<file path="config.mk">
export PLATFORM = sky130hd
export DESIGN_NAME = hilo_mult_unit
export DESIGN_NICKNAME = d
export VERILOG_FILES = /design/src/rtl/hilo_pkg.sv /design/src/rtl/hilo_shift_add_core.sv /design/src/rtl/hilo_mult_unit.sv
export SDC_FILE = /design/constraint.sdc
export NUM_CORES = 1
export LEC_CHECK = 0
export CAP_MARGIN = 40
export CORE_MARGIN = 5
export CORE_UTILIZATION = 55
export CTS_CLUSTER_DIAMETER = 30
export DETAILED_ROUTE_END_ITERATION = 7
export HOLD_SLACK_MARGIN = 0.1
export PLACE_DENSITY = 0.76
export SETUP_SLACK_MARGIN = 0.3
export SLEW_MARGIN = 20
export SYNTH_ARGS = -nofsm -noshare
export SYNTH_HDL_FRONTEND = slang
export SYNTH_SLANG_ARGS = --single-unit
</file>
<file path="constraint.sdc">
create_clock -name i_clk -period 9 [get_ports i_clk]
set_input_delay 0.9 -clock i_clk [delete_from_list [all_inputs] [get_ports i_clk]]
set_output_delay 0.9 -clock i_clk [all_outputs]
set_load 0.01 [all_outputs]
</file>
<file path="src/rtl/hilo_pkg.sv">
// Shared definitions for the HI/LO multiply sequencer: opcodes, FSM states, iteration count.
package hilo_pkg;

  localparam logic [2:0] OP_MULT  = 3'b000;
  localparam logic [2:0] OP_MULTU = 3'b001;
  localparam logic [2:0] OP_MADD  = 3'b010;
  localparam logic [2:0] OP_MSUB  = 3'b011;
  localparam logic [2:0] OP_MTHI  = 3'b100;
  localparam logic [2:0] OP_MTLO  = 3'b101;

  localparam int MULT_ITERS = 32;

  typedef enum logic [1:0] {
    ST_IDLE = 2'd0,
    ST_RUN  = 2'd1,
    ST_FIX  = 2'd2
  } state_t;

  // Opcodes 000..011 all go through the iterative multiplier.
  function automatic logic is_mul_op(input logic [2:0] op);
    return (op[2] == 1'b0);
  endfunction

endpackage

</file>
<file path="src/rtl/hilo_shift_add_core.sv">
// Radix-2 shift-add unsigned multiplier datapath: one partial product per step, MULT_ITERS steps.
// o_last is high during the final step so the controller can leave RUN on that edge.
module hilo_shift_add_core #(
  parameter int WIDTH = 32
) (
  input  logic               i_clk,
  input  logic               i_rst,
  input  logic               i_load,
  input  logic               i_step,
  input  logic [WIDTH-1:0]   i_mcand,
  input  logic [WIDTH-1:0]   i_mplr,
  output logic [2*WIDTH-1:0] o_prod,
  output logic               o_last
);
  import hilo_pkg::*;

  localparam int CNT_W = $clog2(MULT_ITERS) + 1;

  logic [WIDTH-1:0]   r_mcand;
  logic [WIDTH-1:0]   r_mplr;
  logic [2*WIDTH-1:0] r_prod;
  logic [CNT_W-1:0]   r_cnt;
  logic [WIDTH:0]     w_sum;

  // Carry out of the upper-half add becomes the new MSB after the right shift.
  assign w_sum = {1'b0, r_prod[2*WIDTH-1:WIDTH]} + (r_mplr[0] ? {1'b0, r_mcand} : '0);

  always_ff @(posedge i_clk or posedge i_rst) begin
    if (i_rst) begin
      r_mcand <= '0;
      r_mplr  <= '0;
      r_prod  <= '0;
      r_cnt   <= '0;
    end else if (i_load) begin
      r_mcand <= i_mcand;
      r_mplr  <= i_mplr;
      r_prod  <= '0;
      r_cnt   <= CNT_W'(MULT_ITERS);
    end else if (i_step) begin
      r_prod  <= {w_sum, r_prod[WIDTH-1:1]};
      r_mplr  <= r_mplr >> 1;
      r_cnt   <= r_cnt - CNT_W'(1);
    end
  end

  assign o_prod = r_prod;
  assign o_last = (r_cnt == CNT_W'(1));

endmodule

</file>
<file path="src/rtl/hilo_mult_unit.sv">
// HI/LO owner: MULT/MULTU/MADD/MSUB take 34 cycles (Busy 33, then Done); MTHI/MTLO write in one.
// Busy stalls the pipeline; any Start seen while Busy is dropped, not queued.
module hilo_mult_unit #(
  parameter int WIDTH = 32
) (
  input  logic             i_clk,
  input  logic             i_reset,
  input  logic             i_start,
  input  logic [2:0]       i_op,
  input  logic [WIDTH-1:0] i_a,
  input  logic [WIDTH-1:0] i_b,
  output logic             o_busy,
  output logic             o_done,
  output logic [WIDTH-1:0] o_hi,
  output logic [WIDTH-1:0] o_lo
);
  import hilo_pkg::*;

  state_t             r_state;
  state_t             w_next;
  logic               r_busy;
  logic               r_done;
  logic               r_sign;
  logic [2:0]         r_op;
  logic [WIDTH-1:0]   r_hi;
  logic [WIDTH-1:0]   r_lo;

  logic               w_load;
  logic               w_step;
  logic               w_fix;
  logic               w_wr_hi;
  logic               w_wr_lo;
  logic               w_last;
  logic               w_signed;
  logic [WIDTH-1:0]   w_mag_a;
  logic [WIDTH-1:0]   w_mag_b;
  logic [2*WIDTH-1:0] w_prod;
  logic [2*WIDTH-1:0] w_p;
  logic [2*WIDTH-1:0] w_hilo;
  logic [2*WIDTH-1:0] w_result;

  // The most negative operand maps to itself, which is its correct unsigned magnitude.
  assign w_signed = (i_op != OP_MULTU);
  assign w_mag_a  = (w_signed && i_a[WIDTH-1]) ? -i_a : i_a;
  assign w_mag_b  = (w_signed && i_b[WIDTH-1]) ? -i_b : i_b;

  hilo_shift_add_core #(.WIDTH(WIDTH)) u_core (
    .i_clk   (i_clk),
    .i_rst   (i_reset),
    .i_load  (w_load),
    .i_step  (w_step),
    .i_mcand (w_mag_a),
    .i_mplr  (w_mag_b),
    .o_prod  (w_prod),
    .o_last  (w_last)
  );

  always_ff @(posedge i_clk or posedge i_reset) begin
    if (i_reset) r_state <= ST_IDLE;
    else         r_state <= w_next;
  end

  always_comb begin
    w_next = r_state;
    case (r_state)
      ST_IDLE: if (i_start && is_mul_op(i_op)) w_next = ST_RUN;
      ST_RUN:  if (w_last) w_next = ST_FIX;
      ST_FIX:  w_next = ST_IDLE;
      default: w_next = ST_IDLE;
    endcase
  end

  always_comb begin
    w_load  = 1'b0;
    w_step  = 1'b0;
    w_fix   = 1'b0;
    w_wr_hi = 1'b0;
    w_wr_lo = 1'b0;
    case (r_state)
      ST_IDLE: if (i_start) begin
        w_load  = is_mul_op(i_op);
        w_wr_hi = (i_op == OP_MTHI);
        w_wr_lo = (i_op == OP_MTLO);
      end
      ST_RUN:  w_step = 1'b1;
      ST_FIX:  w_fix  = 1'b1;
      default: ;
    endcase
  end

  assign w_p    = r_sign ? -w_prod : w_prod;
  assign w_hilo = {r_hi, r_lo};

  always_comb begin
    case (r_op)
      OP_MADD: w_result = w_hilo + w_p;
      OP_MSUB: w_result = w_hilo - w_p;
      default: w_result = w_p;
    endcase
  end

  always_ff @(posedge i_clk or posedge i_reset) begin
    if (i_reset) begin
      r_busy <= 1'b0;
      r_done <= 1'b0;
      r_sign <= 1'b0;
      r_op   <= OP_MULT;
      r_hi   <= '0;
      r_lo   <= '0;
    end else begin
      r_busy <= (w_next != ST_IDLE);
      r_done <= w_fix | w_wr_hi | w_wr_lo;
      if (w_load) begin
        r_sign <= w_signed & (i_a[WIDTH-1] ^ i_b[WIDTH-1]);
        r_op   <= i_op;
      end
      if (w_wr_hi) r_hi <= i_a;
      if (w_wr_lo) r_lo <= i_a;
      if (w_fix) {r_hi, r_lo} <= w_result;
    end
  end

  assign o_busy = r_busy;
  assign o_done = r_done;
  assign o_hi   = r_hi;
  assign o_lo   = r_lo;

endmodule
</file>
=== Word-level counts from Yosys, hierarchy flattened ===
Cells that the tools add are included.

* $add $sub $neg: 7
* Equality and inequality tests: 8
* Mux-type cells: 26
* Bitwise gates (word level): 5
* Reductions and logical operators: 8

{| class="wikitable"
|+ Operators by type and width
! operator !! number
|-
| $mux W32 || 9
|-
| $mux W64 || 3
|-
| $pmux W64 S2 || 1
|-
| $add A64 B64 Y64 || 1
|-
| $neg A32 Y32 || 2
|-
| $neg A64 Y64 || 1
|-
| $sub A64 B64 Y64 || 1
|-
| $add A32 B33 Y33 || 1
|-
| $mux W6 || 2
|-
| $mux W1 || 8
|-
| $reduce_bool A2 Y1 || 4
|-
| $eq A3 B2 Y1 const B || 2
|-
| $eq A3 B3 Y1 const B || 2
|-
| $eq A6 B1 Y1 const B || 1
|-
| $sub A6 B1 Y6 const B || 1
|-
| $mux W2 || 2
|-
| $pmux W2 S2 || 1
|-
| $logic_and A1 B1 Y1 || 3
|-
| $ne A3 B1 Y1 const B || 1
|-
| $eq A2 B1 Y1 const B || 1
|-
| $eq A2 B2 Y1 const B || 1
|-
| $logic_not A2 Y1 || 1
|-
| $or A1 B1 Y1 || 2
|-
| $and A1 B1 Y1 || 1
|-
| other kinds (2) || 2
|}

* Register bits: 206
* Input bits: 70
* Output and inout bits: 66
* Logic and storage cells: 65

=== Longest topological paths before layout ===
* Depth after elaboration: 5
* Depth in mapped cells: 28

=== Hierarchy ===
A second synthesis with hierarchy kept.

* Cells, all modules: 2,426
* Area, all modules: 19,334.8 um^2

{| class="wikitable"
|+ By module, submodules not included
! module !! times used !! cells an instance !! area an instance (um^2) !! sequential area each (um^2)
|-
| hilo_mult_unit || 1 || 1,676 || 11,945.2 || 1,801.7
|-
| hilo_shift_add_core || 1 || 750 || 7,389.6 || 3,353.2
|}

=== Worst setup path after synthesis ===
OpenSTA, ideal clock, no wires.

* Path type: flip-flop to flip-flop
* Start: register u_core.r_prod[3] (netlist: u_core.o_prod[3])
* End: register r_hi[29] (netlist: o_hi[29])
* Library setup time: 118 ps
* Data arrival time: 5,963 ps
* Slack: 2,919 ps
* Stages on the path, launching flop included: 26
* Buffers on the path: 2
* Clock period less this slack: 6,081 ps
* Cell sequence: dfrtp_1 > clkbuf_1 > nor4_1 > and2_1 > clkbuf_1 > a31oi_1 > o32ai_1 > nand4_1 > or3_1 > nor3_1 > nor2_1 > xor2_1 > ha_1 > and4_1 > and2_1 > a21oi_1 > o22a_1 > a31oi_1 > a2111o_1 > o21ai_0 > o211ai_1 > a41oi_1 > o21ai_0 > a221oi_1 > xnor2_1 > a21o_1

* Word-level cells in the longest chain between the ends: 5
* Elaborated cells between the ends (all ways): 6
* Classes of those cells: add/sub (3); mux (3)

{| class="wikitable"
|+ RTL lines
! what !! RTL line !! RTL
|-
| start: declaration || hilo_shift_add_core.sv:21 || <nowiki>logic [2*WIDTH-1:0] r_prod;</nowiki>
|-
| start signal: assignment || hilo_shift_add_core.sv:40 || <nowiki>r_prod <= {w_sum, r_prod[WIDTH-1:1]};</nowiki>
|-
| $neg A64 Y64 || hilo_mult_unit.sv:91 || <nowiki>assign w_p = r_sign ? -w_prod : w_prod;</nowiki>
|-
| $mux W64 * || hilo_mult_unit.sv:91 ||
|-
| $sub A64 B64 Y64 or $add A64 B64 Y64 (tied branches) || hilo_mult_unit.sv:97, hilo_mult_unit.sv:96 ||
|-
| $pmux W64 S2 * || hilo_mult_unit.sv:95 || <nowiki>case (r_op)</nowiki>
|-
| $mux W32 * || hilo_mult_unit.sv:119 || <nowiki>if (w_fix) {r_hi, r_lo} <= w_result;</nowiki>
|-
| end signal: assignment || hilo_mult_unit.sv:117 || <nowiki>if (w_wr_hi) r_hi <= i_a;</nowiki>
|-
| end signal: assignment || hilo_mult_unit.sv:119 ||
|-
| end: declaration || hilo_mult_unit.sv:25 || <nowiki>logic [WIDTH-1:0] r_hi;</nowiki>
|}

Every way passes the cells marked *; elsewhere a longest branch is shown, timed or not.
A chain may end at the register's enable or synchronous reset.

=== Worst setup path in the final report ===
* Start: register u_core.r_prod[5] (netlist: u_core.o_prod[5])
* End: register r_hi[31] (netlist: o_hi[31])

Same word-level chain as after synthesis.

==> impl_metrics.toml <==
[outcome]
run_status = "finished, final reports clean"

[detailed_routing]
detailedRoute.firstIterationViolations = 2110
drtAntennaViolNets = 0
routed-via-count = 17900
detail_route.drc_violations = 0
drt-wirelength-per-cell_um = 21.6
drt-vias-per-instance = 6.43
drt_pre_antenna_iters = 6
wl_mm = 60.1

[cells_and_area]
layout.nets = 2472
layout_area_overhead_pct = 20.1
antenna-diode-count = 0
final_layout_size_suffix_gt1_frac = 0.0674

[clock_tree]
htreeDepth = 2
tritoncts.num_buffers = 54
clock_insertion_delay_worst_skew_ns = 0.60
cts_hold_repair.buffers = 0
cts.repair.resized = 0
tritoncts_clock_tree = "yes"
path_clk_slew_ns = 0.05
root_buffer = "clkbuf_16"
postCtsSetupRepairBufs = 0
cts.path.max_buffers = 3
numClockSinks = 206

[logic_synthesis]
post_synth_and_or_nand_nor_area_fraction = 0.199
synth_warnings = 0
synth_compound_gate_area_share = 0.260
postSynthCellCount = 2231
synth_top_cells_by_count = "nand2_1 (237), o21ai_0 (236), dfrtp_1 (206)"
yosysMostFrequentCell = "nand2_1"
yosys_register_bits = 206
synthDistinctLibCells = 80
mappedNetlistNets = 2404
synth.mux.area_fraction = 0.00397
sequential_area_share_after_synthesis = 0.287
area_share_of_the_largest_cell_type_after_synthesis = 0.287
post_synth_instance_area_um2 = 18000
edff_count_synth = 0
synth_xor_xnor_area_share = 0.137
post_synth_top_flop = "dfrtp_1"
async_flop_share = 1.00
synth_top_family_by_area = "compound AO/OA/AOI/OAI gates"
netlist.top_cell.by_area = "dfrtp_1"
synth_adder_area_share = 0.0726
postSynthAreaPerCell_um2 = 8.05
synth_top_cells_by_area = "dfrtp_1 (29%), xor2_1 (7.2%), ha_1 (7.0%), o21ai_0 (6.6%), xnor2_1 (6.4%)"

[sta]
min_period_ns = 7.42
final_min_period_over_clock_period = 0.824
fmaxAchievable_mhz = 135
skew_ns = 0.0197
max_slew_violation_count = 0
tightest_pin_transition_ns = 0.874
finalHoldViolCount = 0
setup_repair_after_global_routing_missed_its_margin = "false"
fin_setup_tns_ns = 0
timing.slew.headroom = 0.412
finalSetupViolCount = 0

[critical_path]
crit_path_start_kind = "register"
worst-r2r-setup-slack_ns = 1.58
ff2ff_path_depth = 23
worstPathRequired_ns = 9.45
endpoint_of_the_lowest_slack_register_to_register_path = "o_hi[31]"
critical_path_class = "reg -> reg"
path_max_fanout = 12
worst-endpoint-arrival_ns = 7.87
worst_r2r_startpoint = "u_core.o_prod[5]"
end_kind = "register"

[floorplanning]
die-area_um2 = 36400
placeableCoreArea_um2 = 32400
dieHeight_um = 191
floorplan.initialDensity = 0.555
rows = 66
pin_count = 136
dieWidth_um = 191

[placement]
port-buffer-count = 135
gp_congestion = 0.980
detailedPlacementHpwl_mm = 43.5

[grt]
grt_pass1_vias = 17200
global_route_wire_length_before_repair_mm = 95.1
grt.total_usage = 0.329
grt_max_degree = 93
overflow = 0
antenna_found_initial = 0

[worst_hold_path]
holdCritStartpoint = "u_core.r_mcand[4]"
hp-class = "reg -> reg"
cell_count_of_the_worst_hold_path = 2
min_delay_worst_endpoint = "u_core.r_mcand[4]"

[job]
max_capacitance_violation_count = 0
==> worst max-delay path: stages (launching register included) <==
cell and delay, ns:
dfrtp_1 0.43, nor4_1 0.77, and2_1 0.49, a31oi_1 0.13
o32ai_1 0.43, nand4_1 0.23, or3_1 0.43, nor3_1 0.52
nor2_1 0.12, xor2_1 0.17, ha_1 0.38, and4_1 0.26
and2_1 0.19, a21oi_1 0.16, o22a_1 0.18, a31oi_1 0.09
a2111o_1 0.44, o2111ai_1 0.27, o21ai_0 0.27, a31oi_1 0.41
o31a_1 0.34, nor4_1 0.10, a311oi_1 0.33, nand3_1 0.14
==> logic make-up after synthesis <==
family | after synthesis
and+or+nand+nor | 725
AOI/OAI and AO/OA | 723
xor gates and xnor gates | 280
DFF | 206
buffers and inverters | 187
adders and majority gates | 103
muxes | 7
==> metrics by stage <==
| stage | utilization | hold slack [ns] | setup slack [ns] | std cells | cell area (µm²) |
|---|---|---|---|---|---|
| floorplan | - | 0.442 | 2.48 | 2231 | 18000 |
| finish | 0.666 | 0.472 | 1.58 | 2787 | 21600 |
| CTS | 0.665 | 0.473 | 1.79 | 2785 | 21500 |
| global placement | 0.602 | 0.457 | 2.10 | 2682 | 19500 |
| detailed placement | 0.603 | 0.464 | 1.87 | 2683 | 19500 |
| global route | 0.666 | 0.489 | 1.06 | 2787 | 21600 |
==> sequential cells by signal (all words and copies together), names as in the netlist <==
signal and count:
r_sign 1, o_lo 32, o_busy 1, o_hi 32, r_op 3, r_state 2
u_core.r_mcand 32, u_core.o_prod 64, u_core.r_cnt 6, u_core.r_mplr 32, o_done 1
==> how the worst max path moves through the flow <==
| stage | from | endpoint | slack [ns] | cells past startpoint |
|---|---|---|---|---|
| finish | u_core.o_prod[5] | o_hi[31] | 1.58 | 23 |
| detailed placement | u_core.o_prod[4] | o_hi[31] | 1.87 | 22 |
| CTS | u_core.o_prod[4] | o_hi[31] | 1.79 | 22 |
| global placement | u_core.o_prod[4] | o_hi[29] | 2.10 | 23 |
| global route | u_core.o_prod[4] | o_hi[31] | 1.06 | 23 |
| floorplan | i_reset | o_busy | 2.48 | 1 |
==> placed cells by master, fill, tap and decap left out, drive strengths merged, types with 11 or more instances in the layout <==
master         synthesis  routed
inv                   43      46
o21ai                237     237
nand4                 21      21
o221ai                16      16
clkinv                 0      15
nor3                  44      44
a22oi                 76      76
buf                   16      21
nand2                237     237
and2                  56      56
nor2                 126     126
bufinv                 0      11
and3                  15      15
or4                   22      22
dfrtp                206     206
a21oi                140     140
or3                   21      21
a31oi                 31      31
a211oi                13      13
nand2b                21      21
o41ai                 23      23
a21o                  53      53
o31ai                 31      31
xnor2                131     131
clkdlybuf4s50          0     135
nor2b                 14      14
xor2                 149     149
nor4                  17      17
nand3                 90      90
o21bai                12      12
clkbuf               128      66
ha                   101     101
==> metal layers <==
layer | share of wire | vias to the layer above | wire (µm) | GRT usage
li1 | - | 8309 | - | -
met1 | 0.42 | 8509 | 25200 | 0.461
met2 | 0.41 | 965 | 24800 | 0.469
met3 | 0.11 | 149 | 6780 | 0.0820
met4 | 0.055 | 0 | 3320 | 0.169
met5 | 0 | - | 0 | 0
==> layout make-up <==
type	instances	area, µm²
multi-input combinational	1838	12100
fill	2716	10800
sequential	206	5160
timing repair buffer	156	1560
clock buffer	66	1480
tap	442	553
clock inverter	36	536
inverter	43	169
Power is left out: the tool's default activity adds up to more than one toggle a clock period on the data nets, which glitch-free logic cannot reach.
